File: src/rtl/bus_verteiler_pkg.sv
// bus_verteiler_pkg
// Shared definitions for the bus distributor: access-state enum, IO write-mode
// codes and the address bit that selects the IO space instead of RAM.
package bus_verteiler_pkg;

  typedef enum logic [1:0] {
    BEREIT     = 2'd0,
    RAM_WARTEN = 2'd1,
    QUITTUNG   = 2'd2,
    ABSCHLUSS  = 2'd3
  } zustand_t;

  // IO write modes, taken from DatenAdresse[5:4]
  localparam logic [1:0] LADEN    = 2'b00;  // load
  localparam logic [1:0] SETZEN   = 2'b01;  // OR
  localparam logic [1:0] LOESCHEN = 2'b10;  // AND NOT
  localparam logic [1:0] KIPPEN   = 2'b11;  // XOR

  localparam int IO_AUSWAHL_BIT = 31;

  function automatic logic istIoAdresse(input logic [31:0] adresse);
    return adresse[IO_AUSWAHL_BIT];
  endfunction

endpackage

File: src/rtl/io_register_bank.sv
// io_register_bank
// Holds the KANAELE output channel registers and applies the four write modes.
// Ports:
//   Clock, Reset        rising-edge clock, synchronous active-high reset
//   SchreibFreigabe     apply a write to channel Kanal this edge
//   Kanal, Modus        channel index and write mode
//   SchreibWert         write operand
//   LeseWert            current value of channel Kanal (0 if out of range)
//   KanalGueltig        Kanal < KANAELE
//   IoAusgang           all channel registers concatenated, channel 0 in LSBs
module io_register_bank
  import bus_verteiler_pkg::*;
#(
  parameter int KANAELE   = 4,
  parameter int IO_BREITE = 8
) (
  input  logic                         Clock,
  input  logic                         Reset,
  input  logic                         SchreibFreigabe,
  input  logic [3:0]                   Kanal,
  input  logic [1:0]                   Modus,
  input  logic [IO_BREITE-1:0]         SchreibWert,
  output logic [IO_BREITE-1:0]         LeseWert,
  output logic                         KanalGueltig,
  output logic [KANAELE*IO_BREITE-1:0] IoAusgang
);

  logic [IO_BREITE-1:0] kanalReg [KANAELE];
  logic [IO_BREITE-1:0] naechsterWert;

  assign KanalGueltig = ({28'd0, Kanal} < 32'(KANAELE));

  // NOTE: every variable assigned in always_comb gets a default first, so no
  // path through the block can leave it unassigned and infer a latch.
  always_comb begin
    LeseWert = '0;
    for (int i = 0; i < KANAELE; i++) begin
      if (Kanal == 4'(i)) LeseWert = kanalReg[i];
    end
  end

  always_comb begin
    naechsterWert = SchreibWert;
    case (Modus)
      LADEN:    naechsterWert = SchreibWert;
      SETZEN:   naechsterWert = LeseWert | SchreibWert;
      LOESCHEN: naechsterWert = LeseWert & ~SchreibWert;
      KIPPEN:   naechsterWert = LeseWert ^ SchreibWert;
      default:  naechsterWert = SchreibWert;
    endcase
  end

  // NOTE: the channel registers drive output pins directly, so unlike a RAM
  // array they are individual flops and every one of them is cleared by reset.
  always_ff @(posedge Clock) begin
    if (Reset) begin
      for (int i = 0; i < KANAELE; i++) kanalReg[i] <= '0;
    end else if (SchreibFreigabe) begin
      for (int i = 0; i < KANAELE; i++) begin
        if (Kanal == 4'(i)) kanalReg[i] <= naechsterWert;
      end
    end
  end

  for (genvar g = 0; g < KANAELE; g++) begin : g_ausgang
    assign IoAusgang[g*IO_BREITE +: IO_BREITE] = kanalReg[g];
  end

endmodule

File: src/rtl/bus_verteiler.sv
// bus_verteiler
// Splits CPU data accesses between a handshaked RAM (DatenAdresse[31]=0) and a
// bank of memory-mapped output channels (DatenAdresse[31]=1, channel in [3:0],
// write mode in [5:4]). Each request is acknowledged exactly once; a request
// held past its acknowledge does not start a second access.
// Optional feature: define BUS_VERTEILER_TIMEOUT_EN to abandon a RAM access
// after TIMEOUT_ZYKLEN wait cycles (acknowledged with Fehler, read data 0).
// Ports:
//   Clock, Reset                     rising-edge clock, sync active-high reset
//   DatenAdresse, DatenRaus          CPU address / write data
//   LeseDaten, SchreibeDaten         CPU requests, held until acknowledged
//   DatenRein                        registered read data
//   DatenGeladen, DatenGespeichert   one-cycle read / write acknowledge
//   RamAdresse, RamDatenRaus         latched RAM address / write data
//   RamLesen, RamSchreiben           RAM strobes
//   RamDatenRein                     RAM read data
//   RamBereit, RamGeschrieben        RAM read / write done
//   IoAusgang                        channel registers, channel 0 in LSBs
//   Fehler                           one-cycle error pulse with the acknowledge
module bus_verteiler
  import bus_verteiler_pkg::*;
#(
  parameter int KANAELE        = 4,
  parameter int IO_BREITE      = 8,
  parameter int RAM_ADRESSBITS = 8,
  parameter int TIMEOUT_ZYKLEN = 15
) (
  input  logic                         Clock,
  input  logic                         Reset,
  input  logic [31:0]                  DatenAdresse,
  input  logic [31:0]                  DatenRaus,
  input  logic                         LeseDaten,
  input  logic                         SchreibeDaten,
  output logic [31:0]                  DatenRein,
  output logic                         DatenGeladen,
  output logic                         DatenGespeichert,
  output logic [RAM_ADRESSBITS-1:0]    RamAdresse,
  output logic [31:0]                  RamDatenRaus,
  output logic                         RamLesen,
  output logic                         RamSchreiben,
  input  logic [31:0]                  RamDatenRein,
  input  logic                         RamBereit,
  input  logic                         RamGeschrieben,
  output logic [KANAELE*IO_BREITE-1:0] IoAusgang,
  output logic                         Fehler
);

  zustand_t             zustand;
  logic                 istSchreiben;
  logic                 anfrage;
  logic                 ioZugriff;
  logic                 ioSchreibFreigabe;
  logic                 kanalGueltig;
  logic [IO_BREITE-1:0] ioLeseWert;
  logic                 ramFertig;
  logic                 unusedBits;

  assign anfrage   = LeseDaten | SchreibeDaten;
  assign ioZugriff = istIoAdresse(DatenAdresse);
  // Only part of the address is decoded; fold the rest into one ignored bit.
  assign unusedBits = ^DatenAdresse;

  // IO writes land on the same edge that accepts the request; both requests
  // high counts as a write.
  assign ioSchreibFreigabe = (zustand == BEREIT) && SchreibeDaten && ioZugriff && kanalGueltig;
  assign ramFertig         = istSchreiben ? RamGeschrieben : RamBereit;

  io_register_bank #(
    .KANAELE  (KANAELE),
    .IO_BREITE(IO_BREITE)
  ) u_io_register_bank (
    .Clock          (Clock),
    .Reset          (Reset),
    .SchreibFreigabe(ioSchreibFreigabe),
    .Kanal          (DatenAdresse[3:0]),
    .Modus          (DatenAdresse[5:4]),
    .SchreibWert    (DatenRaus[IO_BREITE-1:0]),
    .LeseWert       (ioLeseWert),
    .KanalGueltig   (kanalGueltig),
    .IoAusgang      (IoAusgang)
  );

`ifdef BUS_VERTEILER_TIMEOUT_EN
  localparam int ZW = $clog2(TIMEOUT_ZYKLEN + 1);
  logic [ZW-1:0] wartezaehler;
  logic          zeitAbgelaufen;
  assign zeitAbgelaufen = (wartezaehler == ZW'(TIMEOUT_ZYKLEN - 1));
`else
  localparam int unusedTimeout = TIMEOUT_ZYKLEN;
`endif

  // Acknowledges and Fehler are registered: set on the edge entering QUITTUNG
  // and cleared by the default on the following edge.
  // NOTE: all state here uses non-blocking assignments so every register
  // samples the pre-edge values regardless of statement order.
  always_ff @(posedge Clock) begin
    if (Reset) begin
      zustand          <= BEREIT;
      istSchreiben     <= 1'b0;
      DatenRein        <= '0;
      DatenGeladen     <= 1'b0;
      DatenGespeichert <= 1'b0;
      RamAdresse       <= '0;
      RamDatenRaus     <= '0;
      RamLesen         <= 1'b0;
      RamSchreiben     <= 1'b0;
      Fehler           <= 1'b0;
`ifdef BUS_VERTEILER_TIMEOUT_EN
      wartezaehler     <= '0;
`endif
    end else begin
      DatenGeladen     <= 1'b0;
      DatenGespeichert <= 1'b0;
      Fehler           <= 1'b0;

      case (zustand)
        BEREIT: begin
          if (anfrage) begin
            RamAdresse   <= DatenAdresse[RAM_ADRESSBITS-1:0];
            RamDatenRaus <= DatenRaus;
            istSchreiben <= SchreibeDaten;
            if (ioZugriff) begin
              zustand <= QUITTUNG;
              Fehler  <= ~kanalGueltig;
              if (SchreibeDaten) begin
                DatenGespeichert <= 1'b1;
              end else begin
                DatenGeladen <= 1'b1;
                DatenRein    <= kanalGueltig ? 32'(ioLeseWert) : 32'd0;
              end
            end else begin
              zustand      <= RAM_WARTEN;
              RamLesen     <= ~SchreibeDaten;
              RamSchreiben <= SchreibeDaten;
`ifdef BUS_VERTEILER_TIMEOUT_EN
              wartezaehler <= '0;
`endif
            end
          end
        end

        RAM_WARTEN: begin
          if (ramFertig) begin
            zustand      <= QUITTUNG;
            RamLesen     <= 1'b0;
            RamSchreiben <= 1'b0;
            if (istSchreiben) begin
              DatenGespeichert <= 1'b1;
            end else begin
              DatenGeladen <= 1'b1;
              DatenRein    <= RamDatenRein;
            end
`ifdef BUS_VERTEILER_TIMEOUT_EN
          end else if (zeitAbgelaufen) begin
            // RAM never answered: close the access with an error.
            zustand      <= QUITTUNG;
            RamLesen     <= 1'b0;
            RamSchreiben <= 1'b0;
            Fehler       <= 1'b1;
            if (istSchreiben) begin
              DatenGespeichert <= 1'b1;
            end else begin
              DatenGeladen <= 1'b1;
              DatenRein    <= '0;
            end
          end else begin
            wartezaehler <= wartezaehler + 1'b1;
`endif
          end
        end

        QUITTUNG: zustand <= ABSCHLUSS;

        // Wait for the CPU to drop its request so a held request is not
        // mistaken for a new one.
        ABSCHLUSS: begin
          if (!anfrage) zustand <= BEREIT;
        end

        default: zustand <= BEREIT;
      endcase
    end
  end

endmodule

File: config.mk
export PLATFORM = sky130hd
export DESIGN_NAME = bus_verteiler
export DESIGN_NICKNAME = d
export VERILOG_FILES = /design/src/rtl/bus_verteiler_pkg.sv /design/src/rtl/io_register_bank.sv /design/src/rtl/bus_verteiler.sv
export SDC_FILE = /design/constraint.sdc
export NUM_CORES = 1
export LEC_CHECK = 0
export ABC_AREA = 1
export CAP_MARGIN = 20
export CORE_MARGIN = 2
export CORE_UTILIZATION = 38
export DETAILED_ROUTE_END_ITERATION = 16
export HOLD_SLACK_MARGIN = 0.03
export PLACE_DENSITY = 0.69
export SLEW_MARGIN = 25
export SYNTH_ARGS = -nofsm -noshare
export SYNTH_HDL_FRONTEND = slang
export SYNTH_HIERARCHICAL = 1
export SYNTH_SLANG_ARGS = --single-unit
File: constraint.sdc
create_clock -name Clock -period 4.9 [get_ports Clock]
set_input_delay 0.735 -clock Clock [delete_from_list [all_inputs] [get_ports Clock]]
set_output_delay 0.735 -clock Clock [all_outputs]
set_load 0.005 [all_outputs]
==> metrics.cfg <==
[critical_path]
r2r_cells = 9
r2r_slack_ns = 2.45
path_class = in2reg
reg2reg_from = zustand[1]$_SDFFE_PP0P_
worstPathArrival_ns = 3.09
cp_data_required_time_ns = 5.01
r2r-end = DatenRein[17]$_SDFFE_PP0P_
cp_max_fo = 12
cp-start-kind = input port
cp-end-kind = flop

[finish]
nets = 1035
fillers = 1422
multiInputGateArea_um2 = 2580
n_antenna_cell = 0
area_delta_synth_final_pct = 39.7
seqCellArea_um2 = 2560
utilization_pct = 54.3
postLayoutCellArea_um2 = 7860
drive_gt1_share_pct = 5.46

[global_route]
gr-total-overflow = 0
grt_max_degree = 46
grt_pass1_vias = 4959
grt_pass1_wl_um = 25500
antenna_found_initial = 0
grtUsageTotal_pct = 20.1

[job]
drv_cap = 0

[clock_tree]
cts_made_buffers = 9
holdBufCountCts = 0
path_clk_slew_ns = 0.07
cts.path.max_buffers = 2
ctsResizeCount = 0
cts-root-buf = clkbuf_16
post_cts_buffers = 0
clock-sinks = 112
htree_levels = 3
insertion_delay_ns = 0.35
cts_tree = built

[yosys]
yosys.area_share.simple_pct = 35.6
synth_area_leaders = dfxtp_1 28%, edfxtp_1 17%, nor2_1 13%
synthCells = 745
ys_top_cells_by_count = 202 x nor2_1, 116 x nand2_1, 91 x nand3_1
synth_edf_count = 32
avgSynthCellArea_um2 = 7.55
synth_fa_ha_area_share_pct = 4.90
ys_warn_count = 6
synth.yosys.seq_area_share_pct = 45.6
synth_top_flop_cell = dfxtp_1
syn_nets = 869
synth_area_um2 = 5620
synth_cell_types = 30
synth.mux.area_fraction_pct = 0
synth_compound_area_share_pct = 5.39
synth_top_area_share_pct = 28.5
synth_top_family_by_area = simple AND/OR/NAND/NOR gates
synth_top_cell_by_area = dfxtp_1
ys_ff_latch = 112
synth_xor_area_share_pct = 0
synthArstFlopShare_pct = 0
yosysMostFrequentCell = nor2_1

[worst_hold_path]
worstHoldPathType = reg2reg
hold_depth = 2
whs_endpoint = DatenRein[29]$_SDFFE_PP0P_
hp-start = DatenRein[29]$_SDFFE_PP0P_

[power]
p_switching_mw = 1.32
p_seq_share_pct = 35.4
power_frac_comb_pct = 43.6
internal_power_mw = 2.35
peakVddDrop_uv = 292
power_density_nw_per_um2 = 467
clkPwrFrac_pct = 21.0
leakagePower_nw = 3.41
swShare_pct = 35.9

[timing]
drv_slew = 0
fin_skew_ns = 0.00779
finalSetupTns_ns = 0
fin_crit_ns = 2.98
final_hold_viol_count = 0
worstMarginPinSlew_ns = 0.963
fmax_mhz = 336
setup_viol = 0
finalCritPeriodShare_pct = 60.8
relSlewSlack_pct = 35.8
whs_ns = 0.483
rsz0062_at_grt = no

[placement]
gpl.final_weighted_congestion = 0.876
dp_hpwl_um = 11400
io_buffers = 187
place_area_um2 = 7540

[route]
routed_wl_um = 16000
wire_per_inst_um = 14.5
dr.pass1.iters = 5
drcViolationCount = 0
antenna_left = 0
drt-vias-per-instance = 4.78
via_count = 5257
drt_iter0_drc = 289

[status]
outcome = complete, no violations

[floorplan]
core-area_um2 = 14500
fp.dieArea_um2 = 15800
ios = 211
die_y_um = 126
fp.dieW_um = 126
rows = 44
initial_core_util_pct = 38.8

[cell families after synthesis]
group,after synthesis
buf+inv,108
compound gates,56
fa+ha+maj,22
simple gates,447
flops,112
[placed cells by master (no fill, tap or decap), types with 2 or more instances in the layout]
cell type        Yosys  layout
nor2_1             202     201
clkdlybuf4s50_1      0     187
nand2_1            116     116
nand3_1             91      91
dfxtp_1             80      80
inv_1               64      63
o21ai_0             45      44
edfxtp_1            32      32
ha_1                22      22
nor2_4              13      13
clkbuf_16            0       9
a21boi_0             8       8
nand3b_1             8       8
inv_2                6       7
or2_0                5       5
buf_4                4       4
nand2_2              3       3
clkbuf_8             0       3
nor2_2               1       2
nand2_4              2       2
nand3_2              2       2
o21ai_1              1       2
clkinv_2             0       2
clkinv_1             2       2
[state kept, by name, summed over array words and instances, names as in the netlist]
register,count
u_io_register_bank/kanalReg,32
Fehler,1
RamSchreiben,1
DatenGeladen,1
zustand,2
RamLesen,1
RamAdresse,8
istSchreiben,1
RamDatenRaus,32
DatenRein,32
DatenGespeichert,1
[critical path, cell delays in order]
cell             delay (ns)
clkdlybuf4s50_1        0.81
nand2_1                0.13
inv_2                  0.11
nand2_1                0.12
or2_0                  0.22
nand2_1                0.11
inv_1                  0.07
ha_1                   0.27
inv_1                  0.03
nand3_1                0.06
nand3_1                0.14
nor2_4                 0.21
nor2_1                 0.07
[worst max path at each step]
stage	end	slack, ns	start
final	u_io_register_bank/kanalReg[1][6]$_SDFFCE_PN0P_	1.92	DatenAdresse[1]
after global placement	u_io_register_bank/kanalReg[0][6]$_SDFFCE_PN0P_	1.64	DatenAdresse[1]
after floorplan	u_io_register_bank/kanalReg[3][0]$_SDFFCE_PN0P_	2.32	DatenAdresse[3]
after detailed placement	u_io_register_bank/kanalReg[0][7]$_SDFFCE_PN0P_	1.59	DatenAdresse[1]
after global routing	u_io_register_bank/kanalReg[3][4]$_SDFFCE_PN0P_	1.74	DatenAdresse[1]
after CTS	u_io_register_bank/kanalReg[0][3]$_SDFFCE_PN0P_	1.96	DatenAdresse[1]
[cell type report]
| cell class | instances | share of cell area [%] |
|---|---|---|
| Clock buffer | 13 | 3.44 |
| Clock inverter | 3 | 0.510 |
| Inverter | 72 | 3.44 |
| Multi-Input combinational cell | 525 | 32.8 |
| Sequential cell | 112 | 32.6 |
| Tap cell | 184 | 2.93 |
| Timing Repair Buffer | 191 | 24.2 |
[power groups by stage]
stage	Combinational (mW)	Sequential [mW]	Clock, mW
3_5_place_dp	1.61	1.31	0
6_report	1.60	1.30	0.771
5_1_grt	1.82	1.32	0.819
2_1_floorplan	0.943	1.33	0
4_1_cts	1.62	1.30	0.785
3_3_place_gp	1.60	1.31	0
[metrics by stage]
stage / std cells / power, mW / setup slack (ns)
floorplan: 745 / 2.27 / 2.32
global placement: 1084 / 2.91 / 1.64
detailed placement: 1084 / 2.92 / 1.59
CTS: 1100 / 3.70 / 1.96
global route: 1100 / 3.96 / 1.74
finish: 1100 / 3.67 / 1.92
[per-layer routing]
metal  up-vias  share of wire, %  GRT usage [%]
met4         0               3.4           9.54
met5         -                 0              0
met3        38               7.7           5.18
li1       2687                 -              -
met1      2349                43           25.8
met2       183                46           31.8
Note: power is estimated with default switching activity, not from simulation.
